[src/rtl/game_pkg.sv]
// Shared game definitions: checker FSM encoding, geometry defaults and score helpers.
package game_pkg;

    localparam int DEF_PIPE_W   = 52;
    localparam int DEF_GAP_H    = 100;
    localparam int DEF_BIRD_HX  = 12;
    localparam int DEF_BIRD_HY  = 17;
    localparam int DEF_GROUND_X = 104;
    localparam int DEF_SPEED    = 5;

    localparam int NUM_PIPES = 3;
    localparam int SCORE_W   = 10;
    localparam int SCORE_MAX = 999;

    typedef enum logic [2:0] {
        S_IDLE,
        S_LATCH,
        S_P1,
        S_P2,
        S_P3,
        S_FIN
    } state_t;

    typedef logic signed [15:0] pos_t;
    typedef logic signed [16:0] wide_t;
    typedef logic [SCORE_W-1:0] score_t;

    typedef struct packed {
        pos_t x;
        pos_t y;
    } point_t;

    // Sign-extend a screen coordinate so sums and differences cannot wrap.
    function automatic wide_t widen(input pos_t v);
        return {v[15], v};
    endfunction

    function automatic score_t sat_add(input score_t s, input logic [1:0] n);
        logic [SCORE_W:0] sum;
        sum = {1'b0, s} + {{(SCORE_W-1){1'b0}}, n};
        return (sum > (SCORE_W+1)'(SCORE_MAX)) ? SCORE_W'(SCORE_MAX) : sum[SCORE_W-1:0];
    endfunction

endpackage

[src/rtl/collision_check_if.sv]
// Bundle between the game controller (master) and the collision checker (slave).
interface collision_check_if;
    import game_pkg::*;

    logic   new_frame;
    logic   check_en;
    logic   clr;
    pos_t   bird_pos_x;
    pos_t   bird_pos_y;
    pos_t   pipe1_pos_x;
    pos_t   pipe1_pos_y;
    pos_t   pipe2_pos_x;
    pos_t   pipe2_pos_y;
    pos_t   pipe3_pos_x;
    pos_t   pipe3_pos_y;
    logic   dead;
    score_t score;
    logic   score_pulse;
    logic   busy;
    logic   done;
    logic   overrun;

    modport master (
        output new_frame, check_en, clr,
        output bird_pos_x, bird_pos_y,
        output pipe1_pos_x, pipe1_pos_y, pipe2_pos_x, pipe2_pos_y, pipe3_pos_x, pipe3_pos_y,
        input  dead, score, score_pulse, busy, done, overrun
    );

    modport slave (
        input  new_frame, check_en, clr,
        input  bird_pos_x, bird_pos_y,
        input  pipe1_pos_x, pipe1_pos_y, pipe2_pos_x, pipe2_pos_y, pipe3_pos_x, pipe3_pos_y,
        output dead, score, score_pulse, busy, done, overrun
    );

endinterface

[src/rtl/pipe_test.sv]
// Combinational bird-versus-one-pipe test: collision with the pipe body and pass detection.
module pipe_test
    import game_pkg::*;
#(
    parameter int PIPE_W  = DEF_PIPE_W,
    parameter int GAP_H   = DEF_GAP_H,
    parameter int BIRD_HX = DEF_BIRD_HX,
    parameter int BIRD_HY = DEF_BIRD_HY,
    parameter int SPEED   = DEF_SPEED
) (
    input  point_t bird,
    input  point_t pipe,
    output logic   hit,
    output logic   pass
);

    localparam wide_t K_PW1 = wide_t'(PIPE_W - 1);
    localparam wide_t K_GH1 = wide_t'(GAP_H - 1);
    localparam wide_t K_HX  = wide_t'(BIRD_HX);
    localparam wide_t K_HY  = wide_t'(BIRD_HY);
    localparam wide_t K_SPD = wide_t'(SPEED);

    wide_t bx, by, px, py;
    wide_t bird_lo, bird_hi, pipe_top;
    logic  overlap;

    always_comb begin
        bx = widen(bird.x);
        by = widen(bird.y);
        px = widen(pipe.x);
        py = widen(pipe.y);

        bird_lo  = by - K_HY;
        bird_hi  = by + K_HY;
        pipe_top = py + K_PW1;

        overlap = (py <= bird_hi) && (pipe_top >= bird_lo);
        // Inside the pipe's column the bird must fit entirely within the gap.
        hit  = overlap && ((bx - K_HX < px) || (bx + K_HX > px + K_GH1));
        // The trailing edge crossed the bird's rear edge during the last advance.
        pass = (bird_lo - K_SPD <= pipe_top) && (pipe_top < bird_lo);
    end

endmodule

[src/rtl/collision_check.sv]
// Per-frame collision and scoring checker: snapshots positions, tests three pipes in turn.
module collision_check
    import game_pkg::*;
#(
    parameter int PIPE_W   = DEF_PIPE_W,
    parameter int GAP_H    = DEF_GAP_H,
    parameter int BIRD_HX  = DEF_BIRD_HX,
    parameter int BIRD_HY  = DEF_BIRD_HY,
    parameter int GROUND_X = DEF_GROUND_X,
    parameter int SPEED    = DEF_SPEED
) (
    input logic              clk,
    input logic              rst,
    collision_check_if.slave bus
);

    state_t     state, next_state;
    point_t     snap_bird;
    point_t     snap_pipe [NUM_PIPES];
    point_t     cur_pipe;
    logic       busy, in_pipe;
    logic       pipe_hit, pipe_pass;
    logic       hit_acc;
    logic [1:0] pass_cnt;
    logic       ground_hit, any_hit;
    logic       dead, score_pulse, done, overrun;
    score_t     score;

    always_ff @(posedge clk or posedge rst) begin
        if (rst) state <= S_IDLE;
        else     state <= next_state;
    end

    always_comb begin
        next_state = state;
        case (state)
            S_IDLE:  if (bus.new_frame && bus.check_en) next_state = S_LATCH;
            S_LATCH: next_state = S_P1;
            S_P1:    next_state = S_P2;
            S_P2:    next_state = S_P3;
            S_P3:    next_state = S_FIN;
            S_FIN:   next_state = S_IDLE;
            default: next_state = S_IDLE;
        endcase
    end

    always_comb begin
        busy     = (state != S_IDLE);
        in_pipe  = 1'b0;
        cur_pipe = snap_pipe[0];
        case (state)
            S_P1: in_pipe = 1'b1;
            S_P2: begin in_pipe = 1'b1; cur_pipe = snap_pipe[1]; end
            S_P3: begin in_pipe = 1'b1; cur_pipe = snap_pipe[2]; end
            default: ;
        endcase
    end

    pipe_test #(
        .PIPE_W  (PIPE_W),
        .GAP_H   (GAP_H),
        .BIRD_HX (BIRD_HX),
        .BIRD_HY (BIRD_HY),
        .SPEED   (SPEED)
    ) u_pipe_test (
        .bird (snap_bird),
        .pipe (cur_pipe),
        .hit  (pipe_hit),
        .pass (pipe_pass)
    );

    assign ground_hit = (widen(snap_bird.x) <= wide_t'(GROUND_X));
    assign any_hit    = hit_acc | ground_hit;

    always_ff @(posedge clk or posedge rst) begin
        if (rst) begin
            // NOTE: the snapshot is cleared on reset so no stale positions survive an aborted check.
            snap_bird <= '0;
            for (int i = 0; i < NUM_PIPES; i++) snap_pipe[i] <= '0;
        end else if (state == S_LATCH) begin
            snap_bird    <= '{x: bus.bird_pos_x,  y: bus.bird_pos_y};
            snap_pipe[0] <= '{x: bus.pipe1_pos_x, y: bus.pipe1_pos_y};
            snap_pipe[1] <= '{x: bus.pipe2_pos_x, y: bus.pipe2_pos_y};
            snap_pipe[2] <= '{x: bus.pipe3_pos_x, y: bus.pipe3_pos_y};
        end
    end

    always_ff @(posedge clk or posedge rst) begin
        if (rst) begin
            hit_acc     <= 1'b0;
            pass_cnt    <= 2'd0;
            dead        <= 1'b0;
            score       <= '0;
            score_pulse <= 1'b0;
            done        <= 1'b0;
            overrun     <= 1'b0;
        end else begin
            done        <= 1'b0;
            score_pulse <= 1'b0;

            if (state == S_LATCH) begin
                hit_acc  <= 1'b0;
                pass_cnt <= 2'd0;
            end
            if (in_pipe) begin
                hit_acc  <= hit_acc | pipe_hit;
                pass_cnt <= pass_cnt + {1'b0, pipe_pass};
            end

            if (busy && bus.new_frame) overrun <= 1'b1;

            if (state == S_FIN) begin
                done <= 1'b1;
                if (any_hit) begin
                    dead <= 1'b1;
                end else if (!dead && pass_cnt != 2'd0) begin
                    score       <= sat_add(score, pass_cnt);
                    score_pulse <= 1'b1;
                end
            end

            // Clear wins over the FIN update but leaves the FSM running.
            if (bus.clr) begin
                dead        <= 1'b0;
                score       <= '0;
                score_pulse <= 1'b0;
                overrun     <= 1'b0;
            end
        end
    end

    assign bus.dead        = dead;
    assign bus.score       = score;
    assign bus.score_pulse = score_pulse;
    assign bus.busy        = busy;
    assign bus.done        = done;
    assign bus.overrun     = overrun;

endmodule
[src/flat_wrapper.sv]
// flat-port wrapper written by rule: the top's interface ports become plain ports
module collision_check_flat import game_pkg::*;
#(
    parameter int PIPE_W   = DEF_PIPE_W,
    parameter int GAP_H    = DEF_GAP_H,
    parameter int BIRD_HX  = DEF_BIRD_HX,
    parameter int BIRD_HY  = DEF_BIRD_HY,
    parameter int GROUND_X = DEF_GROUND_X,
    parameter int SPEED    = DEF_SPEED
)
  (clk, rst, bus_new_frame, bus_check_en, bus_clr, bus_bird_pos_x, bus_bird_pos_y, bus_pipe1_pos_x, bus_pipe1_pos_y, bus_pipe2_pos_x, bus_pipe2_pos_y, bus_pipe3_pos_x, bus_pipe3_pos_y, bus_dead, bus_score, bus_score_pulse, bus_busy, bus_done, bus_overrun);
  collision_check_if bus_i ();
  input logic clk;
  input logic rst;
  input wire logic [$bits(bus_i.new_frame)-1:0] bus_new_frame;
  input wire logic [$bits(bus_i.check_en)-1:0] bus_check_en;
  input wire logic [$bits(bus_i.clr)-1:0] bus_clr;
  input wire logic [$bits(bus_i.bird_pos_x)-1:0] bus_bird_pos_x;
  input wire logic [$bits(bus_i.bird_pos_y)-1:0] bus_bird_pos_y;
  input wire logic [$bits(bus_i.pipe1_pos_x)-1:0] bus_pipe1_pos_x;
  input wire logic [$bits(bus_i.pipe1_pos_y)-1:0] bus_pipe1_pos_y;
  input wire logic [$bits(bus_i.pipe2_pos_x)-1:0] bus_pipe2_pos_x;
  input wire logic [$bits(bus_i.pipe2_pos_y)-1:0] bus_pipe2_pos_y;
  input wire logic [$bits(bus_i.pipe3_pos_x)-1:0] bus_pipe3_pos_x;
  input wire logic [$bits(bus_i.pipe3_pos_y)-1:0] bus_pipe3_pos_y;
  output wire logic [$bits(bus_i.dead)-1:0] bus_dead;
  output wire logic [$bits(bus_i.score)-1:0] bus_score;
  output wire logic [$bits(bus_i.score_pulse)-1:0] bus_score_pulse;
  output wire logic [$bits(bus_i.busy)-1:0] bus_busy;
  output wire logic [$bits(bus_i.done)-1:0] bus_done;
  output wire logic [$bits(bus_i.overrun)-1:0] bus_overrun;
  assign bus_i.new_frame = bus_new_frame;
  assign bus_i.check_en = bus_check_en;
  assign bus_i.clr = bus_clr;
  assign bus_i.bird_pos_x = bus_bird_pos_x;
  assign bus_i.bird_pos_y = bus_bird_pos_y;
  assign bus_i.pipe1_pos_x = bus_pipe1_pos_x;
  assign bus_i.pipe1_pos_y = bus_pipe1_pos_y;
  assign bus_i.pipe2_pos_x = bus_pipe2_pos_x;
  assign bus_i.pipe2_pos_y = bus_pipe2_pos_y;
  assign bus_i.pipe3_pos_x = bus_pipe3_pos_x;
  assign bus_i.pipe3_pos_y = bus_pipe3_pos_y;
  assign bus_dead = bus_i.dead;
  assign bus_score = bus_i.score;
  assign bus_score_pulse = bus_i.score_pulse;
  assign bus_busy = bus_i.busy;
  assign bus_done = bus_i.done;
  assign bus_overrun = bus_i.overrun;
  collision_check #(.PIPE_W(PIPE_W), .GAP_H(GAP_H), .BIRD_HX(BIRD_HX), .BIRD_HY(BIRD_HY), .GROUND_X(GROUND_X), .SPEED(SPEED)) u_core (.clk(clk), .rst(rst), .bus(bus_i));
endmodule
[config.mk]
export PLATFORM = sky130hd
export DESIGN_NAME = collision_check_flat
export DESIGN_NICKNAME = d
export VERILOG_FILES = /design/src/rtl/game_pkg.sv /design/src/rtl/collision_check_if.sv /design/src/rtl/pipe_test.sv /design/src/rtl/collision_check.sv /design/src/flat_wrapper.sv
export SDC_FILE = /design/constraint.sdc
export NUM_CORES = 1
export LEC_CHECK = 0
export BUFFER_PORTS_ARGS = -buffer_cell sky130_fd_sc_hd__buf_2
export CAP_MARGIN = 20
export CELL_PAD_IN_SITES_DETAIL_PLACEMENT = 1
export CELL_PAD_IN_SITES_GLOBAL_PLACEMENT = 1
export CORE_MARGIN = 10
export CORE_UTILIZATION = 40
export CTS_BUF_LIST = sky130_fd_sc_hd__clkbuf_2 sky130_fd_sc_hd__clkbuf_4 sky130_fd_sc_hd__clkbuf_8
export CTS_CLUSTER_DIAMETER = 50
export DETAILED_ROUTE_END_ITERATION = 16
export PLACE_DENSITY = 0.88
export REMOVE_ABC_BUFFERS = 1
export SLEW_MARGIN = 30
export SYNTH_ARGS = -nofsm -noshare
export SYNTH_HDL_FRONTEND = slang
export SYNTH_SLANG_ARGS = --single-unit
[constraint.sdc]
create_clock -name clk -period 4 [get_ports clk]
set_input_delay 0.4 -clock clk [delete_from_list [all_inputs] [get_ports clk]]
set_output_delay 0.4 -clock clk [all_outputs]
set_load 0.01 [all_outputs]
==> run_results.csv <==
group,metric,value,unit
status,status,"complete, but fails checks",
status,violations,"hold timing, setup timing",
placed_design,portBuffers,147,
sta,skew,0.0329,ns
clock_tree,cts_tree,"yes",
sta,fin_crit,4.99,ns
clock_tree,clkTransAtPathRegs,0.12,ns
setup_path,r2r-end,"u_core.pass_cnt[1]$_DFFE_PP0P_",
setup_path,r2r_cells,22,
placed_design,dpl.hpwl,29500,um
finish,final_nets,1696,
sta,finalHoldViolCount,2,
sta,worst_pin_slew,1.07,ns
placed_design,postPlaceCellArea,0.0132,sq mm
setup_path,critPathArrivalTime,5.40,ns
synth,yosys.area.top_type_share,33.9,%
synth,synthesis.area,0.0109,sq mm
sta,relSlewSlack,27.9,%
finish,drive_gt1_share,44.7,%
sta,slew_viol_final,0,
synth,synth_warnings,0,
synth,ys_seq_area_share,33.9,%
synth,synth_edf_count,0,
placed_design,gp_congestion,0.960,
floorplanning,rows,60,
finish,areaGrowthSynthToFinish,36.3,%
routing,via_count,11590,
setup_path,crit_type,"register to register",
synth,synth_ff_type,"dfrtp_1",
floorplanning,die-area,0.0344,sq mm
global_routing,grt_pass1_vias,12467,
routing,wl,52200,um
routing,drt-vias-per-instance,6.35,
clock_tree,cts_made_buffers,17,
synth,syn_area_per_cell,9.59,sq um
sta,layout_setup_ws,-0.989,ns
finish,stdcell_area,0.0149,sq mm
floorplanning,fp.dieW,185,um
sta,rsz0062_at_grt,"yes",
routing,drt-initial-drc-count,1034,
synth,ys_top_cells_by_count,"dfrtp_1 (148), mux2_2 (122), ha_1 (92)",
setup_path,end_kind,"register",
floorplanning,ios,148,
clock_tree,cts.sinks,148,
sta,fin_crit_sh,125,%
sta,fmax,0.200,GHz
floorplanning,core-area,0.0270,sq mm
synth,synthCells,1141,
global_routing,antenna_found_initial,2,
global_routing,grt_pass1_wl,72700,um
clock_tree,clk_latency,0.53,ns
flow_run,cap_violations,0,
synth,synth_seq_cells,148,
synth,yosysMostFrequentCell,"dfrtp_1",
floorplanning,initial_utilization,40.6,%
clock_tree,cts_max_path_buffers,2,
synth,netlist.top_cell.by_area,"dfrtp_1",
global_routing,gr-total-overflow,0,
floorplanning,die_h,185,um
global_routing,track_usage,27.4,%
synth,ys_types,76,
setup_path,rr_startpoint,"u_core.state[2]$_DFFE_PP0P_",
sta,holdWs,-0.00973,ns
setup_path,worstPathRequired,4.42,ns
sta,fin_tns_setup,-2.64,ns
setup_path,reg2reg_setup_slack,-0.99,ns
min_path,hold_path.class,"input port to asynchronous set/reset pin",
setup_path,critPathLaunchType,"register",
routing,drc,0,
clock_tree,cts-root-buf,"clkbuf_8",
synth,synthArstFlopShare,100,%
routing,detail-route-antenna-nets,0,
setup_path,crit_fanout,6,
synth,synth.area.top_cells,"dfrtp_1 (34%), mux2_2 (13%), ha_1 (11%), xnor2_1 (4.5%), xor2_1 (2.9%)",
clock_tree,h-tree-depth,4,
routing,dr.pass1.iters,7,
sta,setup_violations,3,
global_routing,grt_max_degree,102,
routing,wl_per_cell,28.6,um
[what timing repair did]
action | CTS | global route
gates cloned | 1 | 1
buffers inserted | 41 | 13
setup endpoints to repair | 3 | 3
resized for setup | 127 | 65
pin swaps | 68 | 50
hold buffers | 0 | 0
[cells by family after synthesis]
group	after synthesis	share of synthesized area, %
compound gates	261	16.1
xor+xnor	96	8.07
fa+ha+maj	94	10.8
buf+inv	118	4.46
flops	148	33.9
mux	125	12.8
simple gates	299	13.9
[sequential cells by signal, indices dropped and copies added (netlist names)]
register	cells
u_core.snap_bird	32
u_core.bus.dead	1
u_core.bus.done	1
u_core.pass_cnt	2
u_core.hit_acc	1
u_core.bus.overrun	1
u_core.snap_pipe	96
u_core.state	3
u_core.bus.score	10
u_core.bus.score_pulse	1
[worst max path at each step]
| stage | end | start | cells past startpoint |
|---|---|---|---|
| 3_3_place_gp | u_core.pass_cnt[0]$_DFFE_PP0P_ | u_core.snap_bird[0]$_DFFE_PP0P_ | 18 |
| 6_report | u_core.pass_cnt[1]$_DFFE_PP0P_ | u_core.state[2]$_DFFE_PP0P_ | 22 |
| 2_1_floorplan | u_core.snap_bird[10]$_DFFE_PP0P_ | u_core.state[2]$_DFFE_PP0P_ | 2 |
| 4_1_cts | u_core.hit_acc$_DFFE_PP0P_ | u_core.state[0]$_DFFE_PP0P_ | 23 |
| 5_1_grt | u_core.pass_cnt[1]$_DFFE_PP0P_ | u_core.snap_bird[0]$_DFFE_PP0P_ | 22 |
| 3_5_place_dp | u_core.hit_acc$_DFFE_PP0P_ | u_core.state[2]$_DFFE_PP0P_ | 22 |
[worst max-delay path: stages, from the launching register on]
cell and delay [ns]:
dfrtp_2 0.49, buf_8 0.17, buf_12 0.13, buf_12 0.12
nor2b_1 0.13, o21a_1 0.21, a211oi_2 0.26, and3_4 0.25
nand3_4 0.08, or3_4 0.36, nor2_1 0.14, nor2_1 0.10
ha_1 0.35, and4_4 0.27, nand2_1 0.12, nor3_1 0.45
nor3_2 0.14, a22o_1 0.26, a21boi_4 0.17, ha_4 0.19
nand2_2 0.08, mux2i_1 0.08, a221oi_1 0.30
[area by class of cell]
class / instances / area [sq um]
antenna: 1 / 2.50
clock buffer: 20 / 263
clock inverter: 12 / 155
fill: 2968 / 12000
inverter: 53 / 211
multi-input combinational: 875 / 7510
sequential: 148 / 3710
tap: 341 / 427
timing repair buffer: 375 / 2640
[metrics by stage]
| stage | utilization [%] | instances | worst slack [ns] |
|---|---|---|---|
| 2_1_floorplan | - | 1076 | -7.31 |
| 3_3_place_gp | 48.9 | 1737 | -0.477 |
| 3_5_place_dp | 48.9 | 1737 | -0.656 |
| 4_1_cts | 53.6 | 1810 | -0.233 |
| 5_1_grt | 55.3 | 1824 | -0.980 |
| 6_report | 55.3 | 1825 | -0.989 |
[cells in the final DEF, fill, tap and decap left out, types with 6 or more instances in the layout]
cell      instances
a22oi_1          17
a211oi_1          6
nand4_1          15
ha_1             86
nand2_1          67
nor3b_1           7
a21oi_1          34
o21ai_0          37
nor2_2            7
mux2_2          122
a21oi_4           7
xor2_1           33
nor3_1           21
dfrtp_1         146
buf_4           198
buf_2           148
nand2b_1          8
nand3_1          24
o21ai_1          20
buf_12            7
o21ai_2           9
inv_1            48
xnor2_1          48
buf_6            18
and3_1            7
o22ai_1          22
a21o_1           12
clkbuf_8         18
xnor2_2           9
a211oi_2          6
o211ai_1          6
nor2_1           55
nor2b_1          22
o21a_1           17
nor3_2            9
a22o_1           14
[per-layer routing]
layer  vias to the layer above  track usage, %  share of wire (%)  wire length, um
li1                       4788               -                  -                -
met1                      5717            30.9                 36            19000
met2                       774            45.4                 48            25000
met3                       309            6.09                7.8             4050
met4                         2            18.5                7.9             4140
met5                         -               0              0.025               13
Power is left out: the tool's default activity adds up to more than one toggle a clock period on the data nets, which glitch-free logic cannot reach.
